==> src/rtl/tt_um_jleugeri_ttt_step_scheduler.sv <==
// Timestep scheduler for the ttt main core: buffers host events, feeds them as INPUT
// instructions, issues ADVANCE, then waits for the core to settle. Optional watchdog: TTT_SCHED_WATCHDOG_EN.
module tt_um_jleugeri_ttt_step_scheduler #(
  parameter int NUM_PROCESSORS = 10,
  parameter int NEW_TOKEN_BITS = 4,
  parameter int FIFO_DEPTH     = 4,
  parameter int TICK_BITS      = 8,
  parameter int STEP_CNT_BITS  = 16,
  parameter int WDT_BITS       = 10,
  localparam int PIDW          = $clog2(NUM_PROCESSORS + 1)
) (
  input  logic                             clock_fast,
  input  logic                             reset,
  input  logic                             ev_valid,
  output logic                             ev_ready,
  input  logic [PIDW-1:0]                  ev_processor_id,
  input  logic signed [NEW_TOKEN_BITS-1:0] ev_good,
  input  logic signed [NEW_TOKEN_BITS-1:0] ev_bad,
  input  logic                             run_en,
  input  logic [TICK_BITS-1:0]             tick_period,
  input  logic                             step_req,
  input  logic [1:0]                       core_stage,
  output logic [3:0]                       instruction,
  output logic [PIDW-1:0]                  processor_id_in,
  output logic signed [NEW_TOKEN_BITS-1:0] good_tokens_in,
  output logic signed [NEW_TOKEN_BITS-1:0] bad_tokens_in,
  output logic                             busy,
  output logic [STEP_CNT_BITS-1:0]         step_count,
  output logic                             step_overrun,
  output logic                             wdt_error
);

  localparam int AW = $clog2(FIFO_DEPTH);
  localparam int CW = AW + 1;
  localparam logic [CW-1:0] FULL_CNT = CW'(FIFO_DEPTH);
  localparam logic [3:0] INSTR_NOP     = 4'b0000;
  localparam logic [3:0] INSTR_INPUT   = 4'b0001;
  localparam logic [3:0] INSTR_ADVANCE = 4'b0010;

  typedef enum logic [2:0] {
    ST_IDLE,
    ST_FEED,
    ST_ADVANCE,
    ST_WAIT_LEAVE,
    ST_WAIT_RETURN
  } state_e;

  typedef struct packed {
    logic [PIDW-1:0]           pid;
    logic [NEW_TOKEN_BITS-1:0] good;
    logic [NEW_TOKEN_BITS-1:0] bad;
  } event_t;

  event_t                     fifo_mem_q [FIFO_DEPTH];
  event_t                     head;
  logic [AW-1:0]              wr_ptr_q, wr_ptr_d, rd_ptr_q, rd_ptr_d;
  logic [CW-1:0]              count_q, count_d;
  logic                       ev_ready_q, ev_ready_d;
  logic                       push, pop;

  state_e                     state_q, state_d;
  logic [CW-1:0]              feed_rem_q, feed_rem_d;
  logic [3:0]                 instr_q, instr_d;
  logic [PIDW-1:0]            pid_q, pid_d;
  logic [NEW_TOKEN_BITS-1:0]  good_q, good_d, bad_q, bad_d;
  logic [TICK_BITS-1:0]       tick_cnt_q, tick_cnt_d;
  logic                       tick, trigger, start;
  logic                       step_pending_q, step_pending_d;
  logic                       overrun_q, overrun_d;
  logic [STEP_CNT_BITS-1:0]   step_cnt_q, step_cnt_d;

`ifdef TTT_SCHED_WATCHDOG_EN
  logic [WDT_BITS-1:0]        wdt_cnt_q, wdt_cnt_d;
  logic                       wdt_err_q, wdt_err_d;
`endif

  // Event handshake: a transfer happens on a clock edge where ev_valid and ev_ready are both 1;
  // ev_ready is a registered copy of "FIFO not full" and ignores same-cycle pops.
  assign push = ev_valid & ev_ready_q;
  assign head = fifo_mem_q[rd_ptr_q];

  always_comb begin
    wr_ptr_d = wr_ptr_q;
    rd_ptr_d = rd_ptr_q;
    count_d  = count_q;
    if (push) wr_ptr_d = wr_ptr_q + 1'b1;
    if (pop)  rd_ptr_d = rd_ptr_q + 1'b1;
    case ({push, pop})
      2'b10:   count_d = count_q + 1'b1;
      2'b01:   count_d = count_q - 1'b1;
      default: count_d = count_q;
    endcase
    ev_ready_d = (count_d != FULL_CNT);
  end

  always_comb begin
    tick_cnt_d = tick_cnt_q;
    tick       = 1'b0;
    if (run_en && (tick_period != '0)) begin
      if (tick_cnt_q >= tick_period - 1'b1) begin
        tick_cnt_d = '0;
        tick       = 1'b1;
      end else begin
        tick_cnt_d = tick_cnt_q + 1'b1;
      end
    end
  end

  // A trigger landing on the cycle the pending step is consumed re-arms it instead of overrunning.
  assign trigger = tick | step_req;

  always_comb begin
    step_pending_d = step_pending_q & ~start;
    overrun_d      = overrun_q;
    if (trigger) begin
      if (step_pending_q && !start) overrun_d = 1'b1;
      step_pending_d = 1'b1;
    end
  end

  always_comb begin
    state_d    = state_q;
    feed_rem_d = feed_rem_q;
    step_cnt_d = step_cnt_q;
    instr_d    = INSTR_NOP;
    pid_d      = '0;
    good_d     = '0;
    bad_d      = '0;
    pop        = 1'b0;
    start      = 1'b0;
    case (state_q)
      ST_IDLE: begin
        if (step_pending_q && (core_stage == 2'b00)) begin
          start = 1'b1;
          if (count_q != '0) begin
            pop        = 1'b1;
            feed_rem_d = count_q - 1'b1;
            state_d    = ST_FEED;
          end else begin
            instr_d = INSTR_ADVANCE;
            state_d = ST_ADVANCE;
          end
        end
      end
      ST_FEED: begin
        if (feed_rem_q != '0) begin
          pop        = 1'b1;
          feed_rem_d = feed_rem_q - 1'b1;
        end else begin
          instr_d = INSTR_ADVANCE;
          state_d = ST_ADVANCE;
        end
      end
      ST_ADVANCE:    state_d = ST_WAIT_LEAVE;
      ST_WAIT_LEAVE: if (core_stage != 2'b00) state_d = ST_WAIT_RETURN;
      ST_WAIT_RETURN: begin
        if (core_stage == 2'b00) begin
          step_cnt_d = step_cnt_q + 1'b1;
          state_d    = ST_IDLE;
        end
      end
      default: state_d = ST_IDLE;
    endcase
    if (pop) begin
      instr_d = INSTR_INPUT;
      pid_d   = head.pid;
      good_d  = head.good;
      bad_d   = head.bad;
    end
`ifdef TTT_SCHED_WATCHDOG_EN
    // A normal wait exit takes priority over a timeout on the same cycle.
    wdt_cnt_d = '0;
    wdt_err_d = wdt_err_q;
    if (((state_q == ST_WAIT_LEAVE) || (state_q == ST_WAIT_RETURN)) && (state_d == state_q)) begin
      if (wdt_cnt_q == '1) begin
        wdt_err_d = 1'b1;
        state_d   = ST_IDLE;
      end else begin
        wdt_cnt_d = wdt_cnt_q + 1'b1;
      end
    end
`endif
  end

  always_ff @(posedge clock_fast) begin
    if (push) fifo_mem_q[wr_ptr_q] <= '{pid: ev_processor_id, good: ev_good, bad: ev_bad};
  end

  always_ff @(posedge clock_fast) begin
    if (reset) begin
      wr_ptr_q       <= '0;
      rd_ptr_q       <= '0;
      count_q        <= '0;
      ev_ready_q     <= 1'b0;
      state_q        <= ST_IDLE;
      feed_rem_q     <= '0;
      instr_q        <= INSTR_NOP;
      pid_q          <= '0;
      good_q         <= '0;
      bad_q          <= '0;
      tick_cnt_q     <= '0;
      step_pending_q <= 1'b0;
      overrun_q      <= 1'b0;
      step_cnt_q     <= '0;
    end else begin
      wr_ptr_q       <= wr_ptr_d;
      rd_ptr_q       <= rd_ptr_d;
      count_q        <= count_d;
      ev_ready_q     <= ev_ready_d;
      state_q        <= state_d;
      feed_rem_q     <= feed_rem_d;
      instr_q        <= instr_d;
      pid_q          <= pid_d;
      good_q         <= good_d;
      bad_q          <= bad_d;
      tick_cnt_q     <= tick_cnt_d;
      step_pending_q <= step_pending_d;
      overrun_q      <= overrun_d;
      step_cnt_q     <= step_cnt_d;
    end
  end

`ifdef TTT_SCHED_WATCHDOG_EN
  always_ff @(posedge clock_fast) begin
    if (reset) begin
      wdt_cnt_q <= '0;
      wdt_err_q <= 1'b0;
    end else begin
      wdt_cnt_q <= wdt_cnt_d;
      wdt_err_q <= wdt_err_d;
    end
  end
  assign wdt_error = wdt_err_q;
`else
  logic unused_wdt_bits;
  assign unused_wdt_bits = ^WDT_BITS;
  assign wdt_error       = 1'b0;
`endif

  assign ev_ready        = ev_ready_q;
  assign instruction     = instr_q;
  assign processor_id_in = pid_q;
  assign good_tokens_in  = good_q;
  assign bad_tokens_in   = bad_q;
  assign busy            = (state_q != ST_IDLE);
  assign step_count      = step_cnt_q;
  assign step_overrun    = overrun_q;

endmodule

==> config.mk <==
export PLATFORM = sky130hd
export DESIGN_NAME = tt_um_jleugeri_ttt_step_scheduler
export DESIGN_NICKNAME = d
export VERILOG_FILES = /design/src/rtl/tt_um_jleugeri_ttt_step_scheduler.sv
export SDC_FILE = /design/constraint.sdc
export NUM_CORES = 1
export LEC_CHECK = 0
export ABC_CLOCK_PERIOD_IN_PS = 4530
export CAP_MARGIN = 15
export CORE_MARGIN = 2
export CORE_UTILIZATION = 59
export DETAILED_ROUTE_END_ITERATION = 8
export GPL_ROUTABILITY_DRIVEN = 0
export MAX_ROUTING_LAYER = met4
export PLACE_DENSITY = 0.85
export SYNTH_ARGS = -nofsm -noshare
export SYNTH_HDL_FRONTEND = slang
export SYNTH_SLANG_ARGS = --single-unit
==> constraint.sdc <==
create_clock -name clock_fast -period 4.53 [get_ports clock_fast]
set_input_delay 0.906 -clock clock_fast [delete_from_list [all_inputs] [get_ports clock_fast]]
set_output_delay 0.906 -clock clock_fast [all_outputs]
set_load 0.005 [all_outputs]
==> results of run 1 <==
[per-stage QoR]
stage	setup slack, ns	std cells	area (um2)
2_1_floorplan	1.23	396	4590
3_3_place_gp	0.594	543	5230
3_5_place_dp	0.404	543	5230
4_1_cts	0.780	559	5420
5_1_grt	0.487	559	5420
6_report	0.772	559	5420
[sequential cells by signal (all words and copies together), names as in the netlist, 3 cells and up]
name and flops:
bad_tokens_in 4, tick_cnt_q 8, processor_id_in 4, state_q 3, step_count 16, count_q 3, good_tokens_in 4, feed_rem_q 3
fifo_mem_q 48
[power by group through the flow]
stage	Combinational, mW	Clock (mW)	Sequential [mW]
floorplan	0.0741	0	1.01
global placement	0.118	0	1.01
detailed placement	0.122	0	1.01
CTS	0.122	0.559	0.992
global route	0.136	0.596	0.994
finish	0.122	0.547	0.992
[worst min path at each step]
stage,start,endpoint,cells after the start
2_1_floorplan,feed_rem_q[1],feed_rem_q[1],2
3_3_place_gp,feed_rem_q[1],feed_rem_q[1],2
3_5_place_dp,feed_rem_q[1],feed_rem_q[1],2
4_1_cts,feed_rem_q[1],feed_rem_q[1],2
5_1_grt,feed_rem_q[2],feed_rem_q[2],2
6_report,feed_rem_q[1],feed_rem_q[1],2
[cells in the final DEF (no fill, tap or decap), types with 12 or more instances in the layout]
cell             instances
nand3_1                 12
and3_1                  19
edfxtp_1                48
nor2_1                  29
nand2_1                 17
mux4_2                  12
inv_1                   25
dfxtp_1                 54
ha_1                    23
o21ai_0                 15
xnor2_1                 14
a21oi_1                 22
clkdlybuf4s50_1         59
[layer usage]
layer	GRT usage, %	share of wire, %	wire [um]	vias to the layer above
li1	-	-	-	1542
met1	26.6	44	3690	1505
met2	35.6	51	4240	64
met3	3.45	3.4	282	19
met4	8.83	2.0	167	0
met5	-	0	0	-
[final cells by class]
class	count	area, um2	share of cell area, %
Clock inverter	7	68.8	1.27
Inverter	26	98.8	1.82
Sequential cell	102	2520	46.5
Timing Repair Buffer	61	606	11.2
Tap cell	102	128	2.36
Multi-Input combinational cell	252	1870	34.5
Clock buffer	9	124	2.29
[cells by family after synthesis]
group	after synthesis	share of synthesized area [%]
compound gates	62	8.49
xor+xnor	19	3.63
fa+ha+maj	23	6.28
buf+inv	42	4.31
flops	102	55.0
mux	15	6.55
other cells	1	0.0818
simple gates	130	15.6
[worst register-to-register path, delay by kind of cell, from the launching register on]
family	cells	cell delay (ns)
simple gates	3	0.89
compound gates	3	0.70
flops	1	0.39
fa+ha+maj	1	0.37
buf+inv	1	0.21
==> results by group, run 1 <==
Synth
  • Yosys warning total: 0
  • Average size of a mapped cell: 11.6 um2
  • Prevailing post-synth register cell: dfxtp_1
  • Post-synthesis cell area: 4580 um2
  • Share of the synthesized area in the top cell type: 31.4%
  • Flops & latches, synth: 102
  • Most frequent cell after synthesis: dfxtp_1
  • Main area contributors after synthesis: edfxtp_1 31%, dfxtp_1 24%, ha_1 6.3%
  • Mapped Cells: 394
  • Ys async rst share: 0%
  • Area leader, netlist: edfxtp_1
  • Top cells by count, synth: 54 x dfxtp_1, 48 x edfxtp_1, 29 x nor2_1
  • EDFF count, synth: 48
  • Sequential share of the synthesized area: 55.0%
  • Synth cell types: 60

Route
  • DRC: 0
  • Drt total wl: 8.38 mm
  • DRT antenna net count: 0
  • Initial DRC count: 132
  • Vias per cell: 5.60
  • TritonRoute pass-1 iters: 4
  • DR WL/cell: 15.0 um
  • Via count: 3,130

Floorplanning
  • Die Y: 92.2 um
  • FP Rows: 32
  • Core Region: 7610 um2
  • IO Pins: 63
  • Die area: 8490 um2
  • Die X: 92.2 um
  • Initial Util: 60.3%

Clock tree
  • TritonCTS Buffers: 9
  • Clk_lat worst skew: 0.37 ns
  • H-tree Lvls: 3
  • Clock Sinks: 102
  • Clock Tree Buf Depth: 2
  • Hold_buf cts: 0
  • PostCTS Resize Cnt: 0
  • Post-CTS Setup Inserts: 0
  • Root Driver: clkbuf_8
  • CTS tree: done
  • Clock transition at path regs: 0.10 ns

Power
  • Worst IR Drop VDD: 177 uV
  • Sw frac: 24.5%
  • Share of power burned in registers: 59.7%
  • Clk pwr share: 32.9%
  • Combinational fraction of design power: 7.3%
  • P_leak: 1.94 nW
  • PD cells: 306 nW/um2
  • Power Internal: 1.25 mW
  • Switching pwr: 0.406 mW
  • Power, Total: 1.66 mW

Run status
  • Status: completed

Setup path
  • Critical path's top delay family: compound AO/OA/AOI/OAI gates
  • CP arrival: 4.02 ns
  • Slowest stage delay, CP: 0.55 ns
  • Reg2Reg Setup Slack: 1.89 ns
  • Slowest CP cell: or4_4
  • Critical Path Sink: tick_cnt_q[5]
  • Worst EP required: 4.79 ns
  • WS Path Type: in2reg
  • Max Fanout on Critical Path: 7
  • RR Endpoint: count_q[2]
  • CP cell instances: clkdlybuf4s50_1, or4_4, nor4_1, xnor2_1, ha_1, a41oi_1, a21oi_1, a211oi_2, nand2_1, o41ai_1
  • Critical path depth: 10
  • Setup crit end kind: flip-flop
  • Worst R2R Start: step_pending_q
  • CP startpoint: tick_period[3]
  • FF-to-FF path depth: 8
  • WP buf/inv: 1
  • Startpoint Class: primary input

STA
  • Fin. Hold Viols: 0
  • Worst slew margin: 37.1%
  • Fmax: 266 MHz
  • Final period util: 82.9%
  • Post-route minimum period: 3.76 ns
  • Measured slew at the worst slew-check pin: 0.943 ns
  • RSZ-0062 raised after global routing: no
  • Max Slew Vio Count: 0
  • # setup viols final: 0
  • Worst Skew: 0.0111 ns
  • Sum of negative setup slack: 0 ns
  • Hold WS: 0.468 ns

Finish
  • Fin util: 71.2%
  • Number of fillers in the final layout: 533
  • Synth-to-Final Area Change: 18.2%
  • Inserted Diodes: 0
  • Number of nets in the layout: 502
  • Share of cells above drive strength 1: 9.19%

GRT
  • Total gr overflow: 0
  • Total track usage: 21.5%
  • Initial antenna violation count: 0
  • First-pass GRT wire length: 13.8 mm
  • Vias in the first global route: 3,023
  • Largest net degree at the start of global routing: 25

Run
  • Max-cap violations: 0

Hold path
  • Min-delay worst type: reg2reg

Place
  • I/O Buffers: 59
  • Hpwl dp: 5.80 mm
Note: power is estimated with default switching activity, not from simulation.
==> run 2: changes to the inputs <==
--- a/config.mk
+++ b/config.mk
@@ -5,14 +5,14 @@
 export SDC_FILE = /design/constraint.sdc
 export NUM_CORES = 1
 export LEC_CHECK = 0
-export ABC_CLOCK_PERIOD_IN_PS = 4530
+export ABC_CLOCK_PERIOD_IN_PS = 3650
 export CAP_MARGIN = 15
 export CORE_MARGIN = 2
-export CORE_UTILIZATION = 59
+export CORE_UTILIZATION = 55
 export DETAILED_ROUTE_END_ITERATION = 8
 export GPL_ROUTABILITY_DRIVEN = 0
 export MAX_ROUTING_LAYER = met4
-export PLACE_DENSITY = 0.85
+export PLACE_DENSITY = 0.8
 export SYNTH_ARGS = -nofsm -noshare
 export SYNTH_HDL_FRONTEND = slang
 export SYNTH_SLANG_ARGS = --single-unit
==> constraint.sdc (replaced) <==
create_clock -name clock_fast -period 3.65 [get_ports clock_fast]
set_input_delay 0.73 -clock clock_fast [delete_from_list [all_inputs] [get_ports clock_fast]]
set_output_delay 0.73 -clock clock_fast [all_outputs]
set_load 0.005 [all_outputs]
==> run 2 against run 1 <==
Effect of this change:
- cell count rose by 0.89%
- first-iteration DRC count rose by 36%
- highest routed layer unchanged
- final area rose by 0.67%
- critical path type unchanged
- worst hold slack got worse by 0.0087 ns
- die area rose by 6.9%
- setup slack got worse by 0.43 ns
- critical path depth did not move
==> results by group, run 2 (synthesized netlist as in run 1, its figures left out) <==
Hold path
  • Worst Hold Launch: feed_rem_q[1]
  • Min-delay worst type: reg2reg
  • Hold path endpoint: feed_rem_q[1]
  • Hold path depth: 2

Finish
  • Max FFs per register: 48
  • Share of cells above drive strength 1: 9.59%
  • Number of nets in the layout: 504
  • Synth-to-Final Area Change: 19.0%
  • Commonest non-fill, non-tap cell in the layout: clkdlybuf4s50_1
  • Biggest register: fifo_mem_q
  • Design area: 5460 um2
  • Most frequent cells in the layout: 59 x clkdlybuf4s50_1, 54 x dfxtp_1, 48 x edfxtp_1, 29 x nor2_1, 25 x inv_1
  • Fin util: 67.1%
  • Inserted Diodes: 0

Route
  • TritonRoute pass-1 iters: 4
  • DRC: 0
  • Drt total wl: 8.23 mm
  • DRT antenna net count: 0
  • Initial DRC count: 179
  • Via count: 3,114
  • DR WL/cell: 14.6 um
  • Vias per cell: 5.52

Place
  • Hpwl dp: 5.87 mm
  • Dpl cell area: 5250 um2
  • I/O Buffers: 59

Setup path
  • Max Fanout on Critical Path: 4
  • WS Path Type: in2reg
  • Worst EP required: 3.91 ns
  • CP arrival: 3.57 ns
  • FF-to-FF path depth: 8
  • Startpoint Class: primary input
  • Setup crit end kind: flip-flop
  • Worst R2R Start: state_q[1]
  • RR Endpoint: count_q[2]
  • Reg2Reg Setup Slack: 1.41 ns

STA
  • Measured slew at the worst slew-check pin: 0.924 ns
  • RSZ-0062 raised after global routing: no
  • Max Slew Vio Count: 0
  • Worst Skew: 0.0208 ns
  • Post-route minimum period: 3.30 ns
  • Final period util: 90.5%
  • Worst slew margin: 38.3%
  • Hold WS: 0.459 ns
  • Fin. Hold Viols: 0
  • Fmax: 303 MHz
  • # setup viols final: 0

Power
  • PD cells: 382 nW/um2
  • P_leak: 1.96 nW
  • Worst IR Drop VDD: 212 uV
  • Power, Total: 2.08 mW

GRT
  • First-pass GRT wire length: 13.4 mm
  • Total track usage: 19.9%
  • Initial antenna violation count: 0
  • Largest net degree at the start of global routing: 27
  • Vias in the first global route: 2,878
  • Total gr overflow: 0

Clock tree
  • Clock Tree Buf Depth: 2
  • H-tree Lvls: 3
  • CTS tree: done
  • Hold_buf cts: 0
  • Root Driver: clkbuf_8
  • PostCTS Resize Cnt: 0
  • Clock Sinks: 102
  • Clock transition at path regs: 0.10 ns
  • Post-CTS Setup Inserts: 0
  • Clk_lat worst skew: 0.37 ns
  • TritonCTS Buffers: 9

Run
  • Max-cap violations: 0

Floorplanning
  • Die area: 9080 um2
  • Die X: 95.3 um
  • Initial Util: 56.4%
  • IO Pins: 63
  • Core Region: 8130 um2
  • FP Rows: 33
  • Die Y: 95.3 um

Run status
  • Status: completed
==> run 2: cell types whose count changed in the layout (fill, tap and decap cells not counted) <==
| cell | delta |
|---|---|
| clkinv_8 | +2 |
| inv_8 | -1 |
| clkinv_2 | -1 |
| buf_4 | +2 |
| clkinvlp_4 | -1 |
| clkinv_4 | +1 |
==> run 2: final cells by class <==
class | count | area, um2
sequential | 102 | 2520
multi-input combinational | 252 | 1870
tap | 105 | 131
fill | 614 | 2680
timing repair buffer | 63 | 621
inverter | 26 | 98.8
clock inverter | 7 | 86.3
clock buffer | 9 | 124
==> run 2: how the worst max path moves through the flow <==
stage / cells past startpoint / startpoint / slack, ns / end
floorplan: 9 / tick_period[5] / 0.53 / tick_cnt_q[5]
global placement: 10 / tick_period[3] / 0.12 / tick_cnt_q[5]
detailed placement: 10 / tick_period[2] / -0.01 / tick_cnt_q[5]
CTS: 10 / tick_period[2] / 0.36 / tick_cnt_q[5]
global route: 10 / tick_period[2] / 0.18 / tick_cnt_q[5]
finish: 10 / tick_period[3] / 0.35 / tick_cnt_q[5]
==> run 2: metrics by stage <==
stage / setup TNS (ns) / setup slack (ns) / std cells
2_1_floorplan: 0 / 0.529 / 396
3_3_place_gp: 0 / 0.115 / 548
3_5_place_dp: -0.0120 / -0.0120 / 548
4_1_cts: 0 / 0.364 / 564
5_1_grt: 0 / 0.179 / 564
6_report: 0 / 0.345 / 564
==> run 2: layer usage <==
metal | up-vias | part of all wire [%] | global-route usage (%)
li1 | 1548 | - | -
met1 | 1491 | 45 | 25.5
met2 | 70 | 50 | 32.0
met3 | 5 | 3.8 | 4.58
met4 | 0 | 0.95 | 5.43
met5 | - | 0 | -
==> run 2: power by group <==
| part | internal, mW | total [mW] | leakage [nW] | switching (mW) |
|---|---|---|---|---|
| Combinational | 0.0751 | 0.152 | 0.980 | 0.0765 |
| Clock | 0.275 | 0.701 | 0.104 | 0.427 |
| Sequential | 1.22 | 1.23 | 0.873 | 0.0138 |
| Total | 1.57 | 2.08 | 1.96 | 0.517 |
==> run 2: critical path, cell delays in order <==
cell             delay [ns]
clkdlybuf4s50_1        0.48
or4_4                  0.56
nor4_1                 0.24
xnor2_1                0.17
ha_1                   0.27
a41oi_1                0.22
a21oi_1                0.12
a211oi_2               0.27
nand2_1                0.15
o41ai_1                0.36
==> run 3: changes to the inputs <==
--- a/config.mk
+++ b/config.mk
@@ -13,6 +13,7 @@
 export GPL_ROUTABILITY_DRIVEN = 0
 export MAX_ROUTING_LAYER = met4
 export PLACE_DENSITY = 0.8
+export SETUP_SLACK_MARGIN = 0.5
 export SYNTH_ARGS = -nofsm -noshare
 export SYNTH_HDL_FRONTEND = slang
 export SYNTH_SLANG_ARGS = --single-unit
==> run 3 against run 2 <==
Effect of this change:
- worst hold slack about the same
- sequential power about the same
- maximum frequency is 6.9% higher
- clock skew is 0.00093 ns higher
- non-clock buffer count grew 2
- clock power about the same
- via count up 0.80%
- flip-flop and latch count stayed put
- global-route usage grew 0.21 points
- critical endpoint is now step_pending_q
- final area rose by 1.2%
- setup slack improved by 0.21 ns
- utilization is 0.78 points higher
==> results by group, run 3 (synthesized netlist as in run 1, its figures left out) <==
Floorplanning
  • FP Rows: 33
  • IO Pins: 63
  • Die area: 9080 um2
  • Initial Util: 56.4%
  • Die Y: 95.3 um
  • Die X: 95.3 um
  • Core Region: 8130 um2

Run status
  • Status: completed

Clock tree
  • Root Driver: clkbuf_8
  • H-tree Lvls: 3
  • CTS tree: done
  • Clock Tree Buf Depth: 2
  • Clock Sinks: 102
  • TritonCTS Buffers: 9
  • Clock transition at path regs: 0.10 ns
  • Hold_buf cts: 0
  • Clk_lat worst skew: 0.37 ns

STA
  • RSZ-0062 raised after global routing: yes
  • Worst slew margin: 37.9%
  • Measured slew at the worst slew-check pin: 0.930 ns
  • Fin. Hold Viols: 0
  • Fmax: 323 MHz
  • Sum of negative setup slack: 0 ns
  • Final period util: 84.7%
  • Worst Skew: 0.0217 ns
  • Max Slew Vio Count: 0
  • # setup viols final: 0
  • Post-route minimum period: 3.09 ns

Hold path
  • Min-delay worst type: reg2reg
  • Hold path depth: 2

Run
  • Max-cap violations: 0

GRT
  • Total track usage: 20.1%
  • Largest net degree at the start of global routing: 27
  • Vias in the first global route: 2,892
  • Initial antenna violation count: 0
  • Total gr overflow: 0
  • First-pass GRT wire length: 13.6 mm

Route
  • DR WL/cell: 14.8 um
  • Vias per cell: 5.55
  • Drt total wl: 8.36 mm
  • Initial DRC count: 164
  • TritonRoute pass-1 iters: 4
  • DRT antenna net count: 0
  • Via count: 3,139
  • DRC: 0

Finish
  • Footprint of the multi-input gates: 1910 um2
  • Sequential cell area: 2520 um2
  • Max FFs per register: 48
  • Most frequent cells in the layout: 55 x clkdlybuf4s50_1, 54 x dfxtp_1, 48 x edfxtp_1, 29 x nor2_1, 24 x inv_1
  • Biggest register: fifo_mem_q
  • Synth-to-Final Area Change: 20.4%
  • Inserted Diodes: 0
  • Commonest non-fill, non-tap cell in the layout: clkdlybuf4s50_1
  • Design area: 5520 um2
  • Number of nets in the layout: 506
  • Share of cells above drive strength 1: 11.7%
  • Number of fillers in the final layout: 609

Setup path
  • CP cell instances: clkdlybuf4s50_1, or4_4, nor4_2, xnor2_1, ha_1, nor4_1, o21ai_1, buf_4, a21o_1, a221oi_1, nor2_1
  • RR Endpoint: count_q[2]
  • WS Path Type: in2reg
  • Slowest CP cell: or4_4
  • CP arrival: 3.32 ns
  • Critical path's top delay family: simple AND/OR/NAND/NOR gates
  • Worst R2R Start: state_q[1]
  • Worst EP required: 3.88 ns
  • WP buf/inv: 2
  • Critical Path Sink: step_pending_q
  • Reg2Reg Setup Slack: 1.41 ns
  • Slowest stage delay, CP: 0.57 ns
  • Startpoint Class: primary input
  • FF-to-FF path depth: 8
  • CP startpoint: tick_period[5]
  • Max Fanout on Critical Path: 3
  • Critical path depth: 11
  • Setup crit end kind: flip-flop

Place
  • Dpl cell area: 5250 um2
  • I/O Buffers: 59
  • Hpwl dp: 5.87 mm

Power
  • PD cells: 379 nW/um2
  • Worst IR Drop VDD: 212 uV
  • P_leak: 2.01 nW
run 3: timing repair:
item                                    4_1_cts  5_1_grt
setup buffers                                 1        1
resized for setup                             5        8
endpoints found under the setup margin        2        7
cloned                                        0        0
pin swaps                                     1        2
run 3: layout make-up:
class,instances,area share (%)
clock buffers,9,2.24
clock inverters,7,1.56
inverters,26,1.79
multi-input cells,252,34.6
flip-flops and latches,102,45.7
well taps,105,2.38
repair buffers,65,11.7
run 3: how the worst min path moves through the flow:
stage	start	endpoint	slack, ns
after floorplan	feed_rem_q[1]	feed_rem_q[1]	0.43
after global placement	feed_rem_q[1]	feed_rem_q[1]	0.44
after detailed placement	feed_rem_q[1]	feed_rem_q[1]	0.45
after CTS	feed_rem_q[1]	feed_rem_q[1]	0.46
after global routing	feed_rem_q[1]	feed_rem_q[1]	0.50
final	feed_rem_q[1]	feed_rem_q[1]	0.46
run 3: where the power goes:
group	internal, mW	total [mW]	switching, mW	leakage, nW
Clock	0.275	0.703	0.428	0.104
Combinational	0.0789	0.159	0.0799	1.03
Sequential	1.22	1.23	0.0139	0.873
Total	1.57	2.09	0.522	2.01
run 3: layer usage:
| metal | track usage [%] | part of all wire, % | vias up | routed length (um) |
|---|---|---|---|---|
| met1 | 25.7 | 44 | 1503 | 3690 |
| met4 | 5.43 | 1.3 | 0 | 106 |
| met2 | 32.6 | 50 | 72 | 4190 |
| met5 | - | 0 | - | 0 |
| li1 | - | - | 1554 | - |
| met3 | 4.58 | 4.4 | 10 | 365 |
run 3: worst reg2reg max path: stages, from the launching register on:
cell	delay [ns]
dfxtp_1	0.40
or3_4	0.42
or2_4	0.26
o21a_4	0.25
clkinv_2	0.05
ha_1	0.29
o21ai_0	0.20
o31ai_1	0.11
and2_1	0.17
run 3: metrics by stage:
step / cells / util (%) / hold WS [ns] / power, mW / setup WS [ns]
after floorplan: 396 / - / 0.432 / 1.34 / 0.529
after global placement: 548 / 64.5 / 0.441 / 1.40 / 0.115
after detailed placement: 548 / 64.5 / 0.449 / 1.41 / -0.0120
after CTS: 565 / 67.5 / 0.464 / 2.11 / 0.503
after global routing: 566 / 67.9 / 0.496 / 2.18 / 0.478
final: 566 / 67.9 / 0.459 / 2.09 / 0.559
